==> src/rtl/light_bar_gen.sv <==
// rtl/light_bar_gen.sv - two-stage VGA pixel generator for the segmented turn-signal light bar
module light_bar_gen #(
    parameter int          COUNTER_BITS = 10,
    parameter int          NUM_SEG      = 10,
    parameter int          X0           = 50,
    parameter int          SEG_W        = 50,
    parameter int          GAP          = 40,
    parameter int          Y0           = 200,
    parameter int          BAR_H        = 80,
    parameter int          ACC_H        = 10,
    parameter int          BLINK_FRAMES = 30,
    parameter logic [7:0]  DIM_LEVEL    = 8'h80
) (
    input  logic                    clk,
    input  logic                    rst,
    input  logic                    bright,
    input  logic [COUNTER_BITS-1:0] h_count,
    input  logic [COUNTER_BITS-1:0] v_count,
    input  logic [NUM_SEG-1:0]      seg_on,
    input  logic [1:0]              mode,
    output logic [7:0]              red_out,
    output logic [7:0]              green_out,
    output logic [7:0]              blue_out
);
    localparam int W    = COUNTER_BITS + 1;
    localparam int HALF = NUM_SEG / 2;
    localparam int FC_W = (BLINK_FRAMES > 1) ? $clog2(BLINK_FRAMES) : 1;

    localparam logic [W-1:0] BAR_LO = W'(Y0);
    localparam logic [W-1:0] BAR_HI = W'(Y0 + BAR_H - 1);
    localparam logic [W-1:0] ACC_LO = W'(Y0 + BAR_H);
    localparam logic [W-1:0] ACC_HI = W'(Y0 + BAR_H + ACC_H - 1);
    localparam logic [FC_W-1:0] FC_LAST = FC_W'(BLINK_FRAMES - 1);

    logic [NUM_SEG-1:0] pattern_q, pattern_d;
    logic [1:0]         mode_q, mode_d;
    logic [FC_W-1:0]    frame_cnt_q, frame_cnt_d;
    logic               blink_phase_q, blink_phase_d;
    logic               origin_q, origin_d;

    logic               bar_q, bar_d;
    logic               acc_l_q, acc_l_d;
    logic               acc_r_q, acc_r_d;
    logic               bright_q, bright_d;
    logic [7:0]         level_q, level_d;

    logic [7:0]         red_q, red_d;
    logic [7:0]         green_q, green_d;
    logic [7:0]         blue_q, blue_d;

    logic [W-1:0]       x_ext, y_ext;
    logic [NUM_SEG-1:0] seg_hit;
    logic               lit_l, lit_r, in_bar, in_acc, origin_evt;

    assign x_ext = {1'b0, h_count};
    assign y_ext = {1'b0, v_count};

    // Right-half segments keep their index-based position plus the GAP shift.
    for (genvar i = 0; i < NUM_SEG; i++) begin : g_seg
        localparam int           LO   = X0 + i * SEG_W + ((i >= HALF) ? GAP : 0);
        localparam logic [W-1:0] LO_W = W'(LO);
        localparam logic [W-1:0] HI_W = W'(LO + SEG_W - 1);
        assign seg_hit[i] = pattern_q[i] && (x_ext >= LO_W) && (x_ext <= HI_W);
    end

    assign lit_l  = |seg_hit[HALF-1:0];
    assign lit_r  = |seg_hit[NUM_SEG-1:HALF];
    assign in_bar = (y_ext >= BAR_LO) && (y_ext <= BAR_HI);
    assign in_acc = (y_ext >= ACC_LO) && (y_ext <= ACC_HI);

    always_comb begin
        origin_d      = (h_count == '0) && (v_count == '0);
        origin_evt    = origin_d && !origin_q;
        pattern_d     = pattern_q;
        mode_d        = mode_q;
        frame_cnt_d   = frame_cnt_q;
        blink_phase_d = blink_phase_q;
        if (origin_evt) begin
            pattern_d = seg_on;
            mode_d    = mode;
            if (frame_cnt_q == FC_LAST) begin
                frame_cnt_d   = '0;
                blink_phase_d = !blink_phase_q;
            end else begin
                frame_cnt_d = frame_cnt_q + 1'b1;
            end
        end

        case (mode_q)
            2'b00:   level_d = 8'hFF;
            2'b01:   level_d = blink_phase_q ? 8'h00 : 8'hFF;
            2'b10:   level_d = DIM_LEVEL;
            default: level_d = 8'h00;
        endcase
        bar_d    = in_bar && (lit_l || lit_r);
        acc_l_d  = in_acc && lit_l;
        acc_r_d  = in_acc && lit_r;
        bright_d = bright;

        red_d   = (bright_q && bar_q)   ? level_q : 8'h00;
        green_d = (bright_q && acc_r_q) ? level_q : 8'h00;
        blue_d  = (bright_q && acc_l_q) ? level_q : 8'h00;
    end

    always_ff @(posedge clk or posedge rst) begin
        if (rst) begin
            pattern_q     <= '0;
            mode_q        <= '0;
            frame_cnt_q   <= '0;
            blink_phase_q <= 1'b0;
            origin_q      <= 1'b0;
            bar_q         <= 1'b0;
            acc_l_q       <= 1'b0;
            acc_r_q       <= 1'b0;
            bright_q      <= 1'b0;
            level_q       <= '0;
            red_q         <= '0;
            green_q       <= '0;
            blue_q        <= '0;
        end else begin
            pattern_q     <= pattern_d;
            mode_q        <= mode_d;
            frame_cnt_q   <= frame_cnt_d;
            blink_phase_q <= blink_phase_d;
            origin_q      <= origin_d;
            bar_q         <= bar_d;
            acc_l_q       <= acc_l_d;
            acc_r_q       <= acc_r_d;
            bright_q      <= bright_d;
            level_q       <= level_d;
            red_q         <= red_d;
            green_q       <= green_d;
            blue_q        <= blue_d;
        end
    end

    assign red_out   = red_q;
    assign green_out = green_q;
    assign blue_out  = blue_q;
endmodule

==> config.mk <==
export PLATFORM = sky130hd
export DESIGN_NAME = light_bar_gen
export DESIGN_NICKNAME = d
export VERILOG_FILES = /design/src/rtl/light_bar_gen.sv
export SDC_FILE = /design/constraint.sdc
export NUM_CORES = 1
export LEC_CHECK = 0
export CORE_AREA = 2 2 88 90
export DETAILED_ROUTE_END_ITERATION = 7
export DIE_AREA = 0 0 90 92
export PLACE_DENSITY = 0.45
export SLEW_MARGIN = 20
export SYNTH_ARGS = -nofsm -noshare
export SYNTH_HDL_FRONTEND = slang
export SYNTH_SLANG_ARGS = --single-unit
export TNS_END_PERCENT = 100
==> constraint.sdc <==
create_clock -name clk -period 2.5 [get_ports clk]
set_clock_uncertainty 0.15 [all_clocks]
set_input_delay 0.25 -clock clk [delete_from_list [all_inputs] [get_ports clk]]
set_output_delay 0.25 -clock clk [all_outputs]
set_load 0.005 [all_outputs]
Word level (Yosys, flattened, before mapping)
Index checks and enable logic that the tools add are counted.
{"block": "word_totals", "inputBits": 35, "register_bits": 55}
{"block": "op_classes", "n_reduce_logical": 39, "n_mux": 6, "addsub": 1, "eq_ne": 3, "order_cmp": 24}
{"cell": "$le A10 B9 Y1 const B", "count": 6}
{"cell": "$ge A10 B9 Y1 const B", "count": 5}
{"cell": "$ge A10 B8 Y1 const B", "count": 4}
{"cell": "$mux W8", "count": 4}
{"cell": "$le A10 B8 Y1 const B", "count": 3}
{"cell": "$logic_and A1 B1 Y1", "count": 30}
{"cell": "$pmux W8 S3", "count": 1}
{"cell": "$le A10 B10 Y1 const B", "count": 2}
{"cell": "$logic_not A10 Y1", "count": 2}
{"cell": "$ge A10 B10 Y1 const B", "count": 1}
{"cell": "$ge A10 B6 Y1 const B", "count": 1}
{"cell": "$ge A10 B7 Y1 const B", "count": 1}
{"cell": "$le A10 B7 Y1 const B", "count": 1}
{"cell": "$reduce_or A5 Y1", "count": 2}
{"cell": "$add A5 B1 Y5 const B", "count": 1}
{"cell": "$eq A5 B5 Y1 const B", "count": 1}
{"cell": "$mux W5", "count": 1}
{"cell": "$eq A2 B1 Y1 const B", "count": 1}
{"cell": "$eq A2 B2 Y1 const B", "count": 1}
{"cell": "$logic_not A1 Y1", "count": 2}
{"cell": "$logic_not A2 Y1", "count": 1}
{"cell": "$reduce_and A2 Y1", "count": 1}
{"cell": "$logic_or A1 B1 Y1", "count": 1}

Logic depth before layout (Yosys ltp)
{"block": "depth", "ltp_word": 6, "mapped_depth": 7, "depth_no_buf": 6}

Least setup slack after synthesis
OpenSTA, ideal clock, no wires.
{"block": "synth_path", "path_type": "input -> register", "start": "input h_count[5]", "end": "register frame_cnt_q[0]", "t_required_ps": 2222, "setup_slack_ps": 614, "path_stages": 6, "arrival_ps": 1609, "cell_sequence": "buf_6 -> nor4_2 -> nand3_1 -> nor3_2 -> buf_4 -> mux2_1"}
{"block": "synth_via", "elab_chain_len": 3}
{"item": "from (decl)", "line": "17", "text": "input logic [COUNTER_BITS-1:0] h_count,"}
{"item": "$logic_not A10 Y1", "line": "72", "text": "origin_d = (h_count == '0) && (v_count == '0);"}
{"item": "$logic_and A1 B1 Y1", "line": "72"}
{"item": "$logic_and A1 B1 Y1", "line": "73", "text": "origin_evt = origin_d && !origin_q;"}
{"item": "to (signal assigned)", "line": "123", "text": "frame_cnt_q <= frame_cnt_d;"}
{"item": "to (decl)", "line": "37", "text": "logic [FC_W-1:0] frame_cnt_q, frame_cnt_d;"}
Every way passes these cells.
A chain may end at the register's enable or synchronous reset.

Final worst setup path
{"block": "layout_path", "start": "input h_count[6]", "end": "register bar_q"}
{"block": "layout_via", "elab_chain_len": 6, "elab_cells_between_ends": 44, "cone_classes": "20 x order compare; 24 x reduce/logical"}
{"item": "$ge A10 B6 Y1, or another cell as far along", "line": "63", "text": "assign seg_hit[i] = pattern_q[i] && (x_ext >= LO_W) && (x_ext <= HI_W);"}
{"item": "$logic_and A1 B1 Y1 (2 in series)", "line": "63"}
{"item": "$reduce_or A5 Y1, on equally long branches", "line": "66, 67"}
{"item": "$logic_or A1 B1 Y1 *", "line": "95", "text": "bar_d = in_bar && (lit_l || lit_r);"}
{"item": "$logic_and A1 B1 Y1 *", "line": "95"}
{"item": "net bar_d", "line": "41", "text": "logic bar_q, bar_d;"}
{"item": "to (signal assigned)", "line": "126", "text": "bar_q <= bar_d;"}
{"item": "to (decl)", "line": "41"}
Mark *: on every way through the listed nets, which the timed path passes. The rest lies on a longest branch.

==> impl_metrics.tcl <==
set metrics [dict create \
    status "finished, final reports clean" \
    path_cells "clkdlybuf4s50_1 > buf_4 > nand3_1 > o311ai_1 > o21ai_0 > nor4b_1 > buf_4 > a211oi_2" \
    cts_buffers 5 \
    ys_seq_area_frac 0.436 \
    wl_met1_mm 1.92 \
    coreArea_um2 7450 \
    finalSetupViolCount 0 \
    max_freq_mhz 461 \
    crit_type "in -> reg" \
    tightest_slew_ns 0.401 \
    cp_common_cell "buf_4" \
    rsz0062_at_grt "false" \
    viasPerCell 4.53 \
    num_antenna_cells 0 \
    worstPathArrival_ns 2.18 \
    syn_nets 218 \
    yosys_warnings 0 \
    hold_viol 0 \
    setup_tns_ns 0 \
    synth.area.top_cells "dfrtp_1, buf_4, mux2_1" \
    drv_slew 0 \
    drtAntennaViolNets 0 \
    synth_flop_cell "dfrtp_1" \
    port_buffers 58 \
    p_leak_nw 1.06 \
    top_level_ports 59 \
    hold_buffers 0 \
    vias 1527 \
    die_w_um 90 \
    async_reset_ff_frac 1.00 \
    yosysTopAreaCellShare 0.436 \
    relSlewSlack 0.729 \
    die_y_um 92 \
    power_switching_w 0.000244 \
    power.total_w 0.00104 \
    power_frac_clock 0.385 \
    cts_tree "yes" \
    syn_area_um2 1780 \
    dp.cells 330 \
    cap_viol_max_count 0 \
    drc_errors 0 \
    clk_pin_slew_ns 0.06 \
    multi_input_area_um2 797 \
    p_int_w 0.000792 \
    ys_ff_latch 31 \
    worstPathRequired_ns 2.51 \
    synth_cell_types 47 \
    fin_cells 337 \
    antenna_found_initial 0 \
    hold_class "in -> async" \
    fin_crit_ns 2.17 \
    start_util 0.239 \
    fin_nets 272 \
    combPwrFrac 0.129 \
    clockRootBuffer "clkbuf_8" \
    path_max_fanout 9 \
    grt_first_pass_wirelength_mm 7.30 \
    insertion_delay_ns 0.28 \
    numClockSinks 31 \
    switching_share 0.236 \
    cellPowerDensity_nw_per_um2 411 \
    period_share 0.867 \
    htree_levels 2 \
    drt-total-wl_mm 4.28 \
    syn_inst 181 \
    overflow 0 \
    syn_area_per_cell_um2 9.83 \
    grt_pass1_vias 1503 \
    peakVddDrop_v 0.000236 \
    cts_resized 0 \
    die_area_um2 8280 \
    cp-start-kind "input port" \
    dp_hpwl_mm 3.28 \
    syn2layout_area_growth_pct 41.6 \
    final_layout_size_suffix_gt1_frac 0.115 \
    regArea_um2 776 \
    gp_congestion 0.833 \
    seqPwrFrac 0.486 \
    synth_edf_count 0 \
    yosysTopAreaCell "dfrtp_1" \
    rows 32 \
    clock_path_buffers 2 \
    routed-wl-met3_um 237 \
    route.met2.wl_mm 2.04 \
    post_cts_buffers 0 \
    grt_use_total 0.110 \
    drtIter0Drc 42 \
    slowest_stage "clkdlybuf4s50_1" \
    grt_max_degree 32 \
    drt_pass1_iterations 4 \
    setup.worst_path.end_class "flip-flop" \
    fill_cells 797 \
    wl_per_cell_um 12.7 \
    critPathMaxStageDelay_ns 0.54 \
    top_layer "met4" \
]
[power groups by stage]
stage | clock network (W) | logic [W] | registers (W)
final | 0.000398 | 0.000134 | 0.000504
after global routing | 0.000434 | 0.000147 | 0.000503
after CTS | 0.000413 | 0.000135 | 0.000504
after detailed placement | 0 | 0.000135 | 0.000513
after global placement | 0 | 0.000136 | 0.000513
after floorplan | 0 | 0.0000463 | 0.000513
[final timing paths]
path	from	endpoint	slack, ns	depth (start not counted)
min in group clk	bright	bright_q$_DFF_PP0_	0.28	1
hold / removal	rst	green_out[6]$_DFF_PP0_	0.20	3
hold reg to reg	mode_q[1]$_DFFE_PP0P_	level_q[6]$_DFF_PP0_	0.30	1
max in group asynchronous	rst	pattern_q[3]$_DFFE_PP0P_	1.70	3
setup reg to reg	pattern_q[3]$_DFFE_PP0P_	bar_q$_DFF_PP0_	0.84	6
setup / recovery	h_count[6]	bar_q$_DFF_PP0_	0.33	8
[registers in the layout, summed over array words and instances, names as in the netlist]
signal	cells
pattern_q	10
frame_cnt_q	5
blue_out	2
green_out	2
level_q	2
mode_q	2
red_out	2
acc_l_q	1
acc_r_q	1
bar_q	1
blink_phase_q	1
bright_q	1
origin_q	1
[logic make-up after synthesis]
group / count (synthesis) / synth area share
simple gates: 66 / 0.214
compound gates: 34 / 0.127
xor+xnor: 1 / 0.00492
buf+inv: 33 / 0.116
fa+ha+maj: 2 / 0.0141
flops: 31 / 0.436
mux: 14 / 0.0872
[routing by layer]
| metal | vias up | track usage |
|---|---|---|
| met5 | - | 0 |
| met4 | 0 | 0.0410 |
| met1 | 716 | 0.134 |
| met3 | 9 | 0.0337 |
| li1 | 755 | - |
| met2 | 47 | 0.185 |
[through the flow]
stage,worst slack (ns),cell area (µm²),util,hold WS (ns)
final,0.332,2520,0.338,0.205
after detailed placement,0.0744,2430,0.327,0.298
after CTS,0.360,2520,0.338,0.225
after floorplan,0.614,1780,-,0.131
after global routing,0.232,2520,0.338,0.255
after global placement,0.0543,2430,0.327,0.297
[area by class of cell]
type,instances,share of cell area
sequential,31,0.308
tap,102,0.0506
multi-input combinational,117,0.316
clock inverter,1,0.00199
timing repair buffer,73,0.280
clock buffer,6,0.0328
inverter,7,0.0104
[Yosys cell counts (all sizes together) (3+ instances only)]
library cell and count:
a21oi 8, or3 3, nand3 7, mux2 12, clkbuf 3, nor2 14
o21ai 10, and3 6, inv 7, dfrtp 31, nand2 10, nor4 5
buf 23, nand4 6, nor4b 3
[cells in the final DEF, fill, tap and decap left out, types with 2 or more instances in the layout]
cell	Yosys	routed
a21oi_1	8	8
nand2_1	10	10
and3_1	6	6
ha_1	2	2
nand3_1	7	7
o21ai_0	8	8
clkbuf_8	0	6
nor4_1	4	4
and2_1	2	2
clkdlybuf4s50_1	0	58
nor2_1	14	14
mux2i_1	2	2
or3_1	3	3
nand4_1	6	6
mux2_1	12	12
a31oi_1	2	2
inv_1	7	7
buf_4	19	14
o21ai_1	2	2
nor4b_1	3	3
dfrtp_1	31	31
nor3b_1	2	2
[worst max-delay path, delay by kind of cell]
| family | cells | cell delay (ns) |
|---|---|---|
| AOI/OAI and AO/OA | 3 | 0.45 |
| and+or+nand+nor | 2 | 0.53 |
| buffers and inverters | 3 | 0.93 |
No activity file was read; power rests on OpenSTA's default activity.
